[config.mk]
export PLATFORM = sky130hd
export DESIGN_NAME = serial_neg_ctrl
export DESIGN_NICKNAME = d
export VERILOG_FILES = /design/src/rtl/serial_neg_ctrl.sv
export SDC_FILE = /design/constraint.sdc
export NUM_CORES = 1
export LEC_CHECK = 0
export BUFFER_PORTS_ARGS = -buffer_cell sky130_fd_sc_hd__buf_2
export CORE_AREA = 2 2 55 83
export CTS_CLUSTER_SIZE = 10
export DETAILED_ROUTE_END_ITERATION = 12
export DIE_AREA = 0 0 57 85
export GPL_ROUTABILITY_DRIVEN = 0
export PLACE_DENSITY = 0.54
export SETUP_SLACK_MARGIN = 0.5
export SLEW_MARGIN = 10
export SYNTH_ARGS = -nofsm -noshare
export SYNTH_HDL_FRONTEND = slang
export SYNTH_SLANG_ARGS = --single-unit
[constraint.sdc]
create_clock -name clk -period 1.55 [get_ports clk]
set_input_delay 0.0775 -clock clk [delete_from_list [all_inputs] [get_ports clk]]
set_output_delay 0.0775 -clock clk [all_outputs]
set_load 0.05 [all_outputs]
[src/rtl/serial_neg_ctrl.sv]
// serial_neg_ctrl: sequencing controller for a bit-serial two's-complement negator.
// Accepts a WIDTH-bit word, clears the serial unit, streams the word LSB-first,
// collects the returned serial bits and presents the parallel result.
// Ports:
//   clk, rst_n           clock, asynchronous active-low reset
//   in_valid/in_ready    operand handshake, in_data operand
//   out_valid/out_ready  result handshake, out_data result, out_ovf not-representable flag
//   ser_i, ser_r         serial data and synchronous clear driven into the negator
//   ser_y                serial result bit returned by the negator
module serial_neg_ctrl #(
    parameter int unsigned WIDTH   = 8,
    parameter int unsigned OUT_LAT = 0
) (
    input  logic             clk,
    input  logic             rst_n,
    input  logic             in_valid,
    output logic             in_ready,
    input  logic [WIDTH-1:0] in_data,
    output logic             out_valid,
    input  logic             out_ready,
    output logic [WIDTH-1:0] out_data,
    output logic             out_ovf,
    output logic             ser_i,
    output logic             ser_r,
    input  logic             ser_y
);

    localparam int unsigned CNT_W = $clog2(WIDTH);
    localparam bit          REG_OUT = (OUT_LAT != 32'd0);

    localparam logic [1:0] IDLE  = 2'd0;
    localparam logic [1:0] SHIFT = 2'd1;
    localparam logic [1:0] DRAIN = 2'd2;
    localparam logic [1:0] DONE  = 2'd3;

    localparam logic [CNT_W-1:0] CNT_LAST = CNT_W'(WIDTH - 1);
    localparam logic [WIDTH-1:0] MIN_NEG  = {1'b1, {(WIDTH-1){1'b0}}};

    logic [1:0]       state, state_nx;
    logic [WIDTH-1:0] shreg, shreg_nx;
    logic [WIDTH-1:0] osr, osr_nx;
    logic [CNT_W-1:0] cnt, cnt_nx;
    logic             ovf_nx;
    logic             in_ready_nx, out_valid_nx, ser_i_nx, ser_r_nx;
    logic             cap_en;

    assign out_data = osr;

    // With a registered unit the first SHIFT edge sees the cleared output, not bit 0.
    assign cap_en = !REG_OUT || (cnt != '0);

    // Next-state, datapath and next-output decode
    always_comb begin
        state_nx = state;
        shreg_nx = shreg;
        osr_nx   = osr;
        cnt_nx   = cnt;
        ovf_nx   = out_ovf;
        case (state)
            IDLE: begin
                if (in_valid) begin
                    state_nx = SHIFT;
                    shreg_nx = in_data;
                    cnt_nx   = '0;
                    ovf_nx   = (in_data == MIN_NEG);
                end
            end
            SHIFT: begin
                shreg_nx = shreg >> 1;
                if (cap_en) begin
                    osr_nx = {ser_y, osr[WIDTH-1:1]};
                end
                if (cnt == CNT_LAST) begin
                    cnt_nx   = '0;
                    state_nx = REG_OUT ? DRAIN : DONE;
                end else begin
                    cnt_nx = cnt + CNT_W'(1);
                end
            end
            DRAIN: begin
                osr_nx   = {ser_y, osr[WIDTH-1:1]};
                state_nx = DONE;
            end
            DONE: begin
                if (out_ready) begin
                    state_nx = IDLE;
                end
            end
            default: state_nx = IDLE;
        endcase

        // Outputs are registered from the next state so they change with the state itself
        in_ready_nx  = (state_nx == IDLE);
        out_valid_nx = (state_nx == DONE);
        ser_r_nx     = (state_nx == IDLE) || (state_nx == DONE);
        ser_i_nx     = (state_nx == SHIFT) && shreg_nx[0];
    end

    // State and output registers
    always_ff @(posedge clk or negedge rst_n) begin
        if (!rst_n) begin
            state     <= IDLE;
            shreg     <= '0;
            osr       <= '0;
            cnt       <= '0;
            out_ovf   <= 1'b0;
            in_ready  <= 1'b1;
            out_valid <= 1'b0;
            ser_r     <= 1'b1;
            ser_i     <= 1'b0;
        end else begin
            state     <= state_nx;
            shreg     <= shreg_nx;
            osr       <= osr_nx;
            cnt       <= cnt_nx;
            out_ovf   <= ovf_nx;
            in_ready  <= in_ready_nx;
            out_valid <= out_valid_nx;
            ser_r     <= ser_r_nx;
            ser_i     <= ser_i_nx;
        end
    end

endmodule
* Yosys cells after proc, flatten, opt, wreduce, memory -nomap -nowiden
Index checks and enable logic that the tools add are counted.
** Storage, ports and cells
- Bits in registers :: 26
- Input port bits :: 13
- Output and inout port bits :: 13
- Logic and storage cells :: 36
** Operators by class
- $add $sub $neg :: 1
- Equality and inequality tests :: 8
- Muxes and demuxes :: 9
- Reduce and logical (&&, ||, !) cells :: 8
** Operators by type and width (number)
- $pmux 8 s2 :: 1
- $eq 8x8->1 const B :: 1
- $mux 8 :: 1
- $pmux 2 s4 :: 1
- $eq 2x2->1 const B :: 3
- $mux 2 :: 3
- $mux 3 :: 2
- $pmux 3 s2 :: 1
- $eq 2x1->1 const B :: 2
- $logic_not 2->1 :: 2
- $reduce_and 2->1 :: 2
- $add 3x1->3 const B :: 1
- $eq 3x3->1 const B :: 1
- $ne 2x2->1 const B :: 1
- $reduce_bool 2->1 :: 1
- $reduce_or 2->1 :: 1
- $logic_and 1x1->1 :: 1
- $logic_or 1x1->1 :: 1

* Logic depth before layout (Yosys ltp)
- Depth after elaboration :: 5
- Gate-level depth with buffers :: 8
- Mapped depth without buffers :: 6

* Worst setup path after synthesis
No wires, ideal clock.
- Path type :: flip-flop to flip-flop
- From :: register state[1]
- To :: register ser_i
- Library setup time :: 0.084 ns
- Arrival :: 1.600 ns
- Required time :: 1.466 ns
- Path slack :: -0.134 ns
- Cell stages (with the launch flop) :: 9
- Path buffers :: 2
- Period minus slack after synthesis :: 1.684 ns
- Cells stage by stage :: dfrtp_1 -> inv_1 -> ha_1 -> buf_6 -> buf_6 -> a211oi_1 -> a22o_1 -> ha_1 -> a21boi_0
** On the way
- Word-level cells in the longest chain between the ends :: 4
- Elaborated cells between the ends (all ways) :: 11
- Those cells by class :: eq/ne: 4; mux: 5; reduce/logical: 2
** RTL lines
- start: declaration :: line 39 : logic [1:0] state, state_nx;
- start signal: assignment :: line 112 : state <= state_nx;
- $eq 2x2->1 (tied with other cells) :: line 59 : case (state)
- $pmux 2 s4 :: line 59
- $eq 2x1->1 :: line 96 : ser_i_nx = (state_nx == SHIFT) && shreg_nx[0];
- $logic_and 1x1->1 (*) :: line 96
- via ser_i_nx :: line 44 : logic in_ready_nx, out_valid_nx, ser_i_nx, ser_r_nx;
- end signal: assignment :: line 120 : ser_i <= ser_i_nx;
- end: declaration :: line 23 : output logic ser_i,
The timed path passes the listed nets; every way through them passes the cells marked *.
A chain may end at the register's enable or synchronous reset.

* Worst setup path after layout
- From :: register state[1]
- To :: register ser_i
** On the way
- Word-level cells in the longest chain between the ends :: 4
- Elaborated cells between the ends (all ways) :: 11
- Those cells by class :: eq/ne: 4; mux: 5; reduce/logical: 2
** RTL lines (line)
- $eq 2x2->1 (tied with other cells) :: 59
- $pmux 2 s4 (*) :: 59
- via state_nx[0] :: 39
- $eq 2x1->1 (*) :: 96
- $logic_and 1x1->1 (*) :: 96
- via ser_i_nx :: 44
Marks and branches as above.

==> out/metrics.sh <==
STATUS='complete, but fails checks'
VIOLATIONS='setup timing'
NETLIST-CELL-TYPE-COUNT=27
ROUTEDWLPERCELL_MICRONS=16.3
POWER.IR.VDD_WORST_mV=1.81
FP-ROW-COUNT=29
TOP_LEVEL_PORTS=26
DETAILED_PLACE_HPWL_MM=2.27
SYNTH-MAIN-FF-CELL='sky130_fd_sc_hd__dfrtp_1'
SKEW_NS=0.00455
YOSYS_REGISTER_BITS=26
TIMING.CRITICAL_PATH.FANOUT_MAX=3
SYNTHESIS.INSTANCES=113
POSTSYNTHAREAPERCELL_SQ_UM=12.4
ANTENNA_FOUND_INITIAL=0
DRT_ITER0_DRC=21
GRT_PASS1_VIAS=1118
TIMING.HOLD.WORST.CLASS='in -> reg'
CP_CELL_SEQUENCE='buf_6, ha_4, a2111oi_4, a21oi_2, ha_2, a21boi_2'
CTS.SINK_COUNT=26
CAP_VIOL_MAX_COUNT=0
WORSTPATHARRIVAL_NS=1.80
FINAL_LAYOUT_SIZE_SUFFIX_GT1_SHARE_PCT=58.5
ROUTED_ANTENNA_NETS=0
CLOCK_LATENCY_NS=0.27
TIMING.FINAL.WS_SETUP_NS=-0.0762
CP_SLOWEST_STAGE_DELAY_NS=0.44
MAXIMUM_NUMBER_OF_PINS_ON_ONE_NET_BEFORE_GLOBAL_ROUTE_REPAIR=27
YOSYSSEQAREASHARE_PCT=46.6
GLOBALROUTETOTALUTIL_PCT=13.9
LAYOUT.CELLS.MOST_COMMON='sky130_fd_sc_hd__dfrtp_1'
AREAGROWTHSYNTHTOFINISH_PCT=46.0
DETAIL_ROUTE.WIRELENGTH_MM=3.42
LAYOUT.CELL_AREA.NON_FILLER_SQ_UM=2050
DIE_WIDTH_MICRONS=57
MAX_SLEW_VIOLATION_COUNT=0
FINAL_HOLD_VIOLATION_COUNT=0
FINAL.MIN_CLOCK_PERIOD_NS=1.63
LAYOUT_COMMON_CELLS='24 x sky130_fd_sc_hd__dfrtp_1, 20 x sky130_fd_sc_hd__buf_2, 20 x sky130_fd_sc_hd__buf_4, 13 x sky130_fd_sc_hd__mux2_4, 8 x sky130_fd_sc_hd__mux2i_1'
CELLLEAKAGEPOWER_nW=0.964
GLOBAL_ROUTE_WIRE_LENGTH_BEFORE_REPAIR_MM=5.29
DIE_H_MICRONS=85
STARTPOINT_TYPE='flop'
MULTIINPUTGATEAREA_SQ_UM=846
TIMING.SLEW.HEADROOM_PCT=59.4
FINAL_NETS=187
FLOORPLAN.INITIALDENSITY_PCT=33.9
NUMBER_OF_FLOPS_MAPPED_TO_ENABLE_CELLS_BY_YOSYS=0
CP_SLOWEST_CELL='sky130_fd_sc_hd__dfrtp_1'
CORE_AREA_SQ_UM=4140
DRC=0
GLOBALROUTE.TOTALOVERFLOW=0
FINALSETUPVIOLATIONS=6
CLK_PIN_SLEW_WORST_PATHS_NS=0.10
VIAS_PER_CELL=5.29
PRE_CTS_WS_NS=-0.139
WORSTMARGINPINSLEW_NS=0.608
MAXCLOCKFREQUENCY_MHz=615
CRITICALPATHCATEGORY='reg -> reg'
DRTPASS1ITERATIONS=4
FINALCRITPERIODSHARE_PCT=105
DIE-AREA_SQ_UM=4850
SYNTH.YOSYS.WARNINGS=0
CTS_ROOT_BUFFER='sky130_fd_sc_hd__clkbuf_8'
PLACE.PORT_BUFFERS=25
DP.CELLS=196
SYNTH_LARGEST_TYPE_AREA_FRACTION_PCT=42.9
P_PER_AREA_nW_PER_UM2=2680
SYNTHTOPCELLSBYAREA='sky130_fd_sc_hd__dfrtp_1 43%, sky130_fd_sc_hd__mux2_2 8.8%, sky130_fd_sc_hd__ha_1 8.0%, sky130_fd_sc_hd__mux2i_1 5.7%, sky130_fd_sc_hd__mux2_4 5.4%'
CTS_TREE='done'
SYNTH.NET_COUNT=135
POST-SYNTH-TOP-AREA-CELL='sky130_fd_sc_hd__dfrtp_1'
DPL_CELL_AREA_SQ_UM=1720
TIMING.CRITICAL_PATH.REQUIRED_NS=1.72
YS_ASYNC_SR_FRACTION_PCT=100
CLK_PATH_BUF_DEPTH=2
ANTENNA-DIODE-COUNT=0
VIAS=1110
CRIT_PATH_END_KIND='flop'
LAYOUT.CORE_UTILIZATION_PCT=49.5
LAYOUTNONFILLERINSTCOUNT=210
TRITONCTS.NUM_BUFFERS=3
AREA_OF_THE_MAPPED_NETLIST_SQ_UM=1400
HTREE_LEVELS=1
FINAL.FILL_COUNT=399
RSZ_0062_RAISED_AFTER_GLOBAL_ROUTING='yes'
SEQCELLAREA_SQ_UM=653
[power by group]
group,switching (W),leakage (nW),total (W),internal [W]
registers,0.000267,0.314,0.00131,0.00104
clock network,0.000226,0.0288,0.000454,0.000228
logic,0.00177,0.621,0.00372,0.00195
[worst max-delay path: cells and delay by family (launching register included)]
family / cells / cell delay, ns
AOI/OAI and AO/OA: 3 / 0.59
adders and majority gates: 2 / 0.34
buffers and inverters: 1 / 0.14
DFF: 1 / 0.44
[through the flow]
| stage | total power (W) | hold WS [ns] | TNS, ns |
|---|---|---|---|
| floorplan | 0.00331 | -0.218 | -0.0750 |
| global placement | 0.00407 | 0.113 | -0.209 |
| detailed placement | 0.00418 | 0.125 | -0.940 |
| CTS | 0.00484 | 0.0379 | -0.259 |
| global route | 0.00586 | 0.0249 | -0.808 |
| finish | 0.00549 | 0.0379 | -0.212 |
[cells in the mapped netlist (all sizes together), types with 2 or more instances]
master  count
a221o       6
buf         7
ha          9
o21ai       5
mux2       16
dfstp       2
nor2        8
nand2       5
nor2b       3
dfrtp      24
inv         3
mux2i       8
a22oi       4
a22o        2
[state kept, by name, summed over array words and instances (netlist names)]
signal     flops
cnt            3
ser_i          1
state          2
out_valid      1
ser_r          1
out_ovf        1
in_ready       1
shreg          8
out_data       8
[final cells by class]
class	count	share of cell area [%]
repair buffers	53	20.7
inverters	3	0.550
well taps	46	2.81
clock buffers	4	2.69
multi-input cells	78	41.3
flip-flops and latches	26	31.9
[cell families after synthesis]
family / share of synthesized area, %
AO/OA/AOI/OAI: 13.6
adder cells (fa/ha/maj): 8.04
buffers and inverters: 5.09
flip-flops: 46.6
multiplexers: 19.9
AND/OR/NAND/NOR: 6.79
[timing repair]
action                                  4_1_cts  5_1_grt
endpoints found under the setup margin       28       29
hold buffers                                  1        0
pin swaps                                     5       11
gates resized for setup                      12       38
gates cloned                                  0        2
buffers inserted                              3        4
hold endpoints to repair                     24        0
[final timing paths]
path | startpoint | end | slack, ns | cells past startpoint
max | state[1]$_DFF_PN0_ | ser_i$_DFF_PN0_ | -0.08 | 6
min | ser_y | out_data[7]$_DFFE_PN0P_ | 0.04 | 2
max reg2reg | state[1]$_DFF_PN0_ | ser_i$_DFF_PN0_ | -0.08 | 6
min reg2reg | out_ovf$_DFFE_PN0P_ | out_ovf$_DFFE_PN0P_ | 0.50 | 2
max in group asynchronous | rst_n | cnt[2]$_DFFE_PN0P_ | 0.81 | 2
min in group asynchronous | rst_n | shreg[4]$_DFFE_PN0P_ | 0.34 | 2
[per-layer routing]
metal | GRT usage (%) | wire (microns) | vias to the layer above
li1 | - | - | 519
met1 | 15.1 | 1320 | 561
met2 | 26.1 | 1910 | 25
met3 | 2.90 | 141 | 5
met4 | 4.44 | 48 | 0
met5 | 0 | 0 | -
Note: power is estimated with default switching activity, not from simulation.
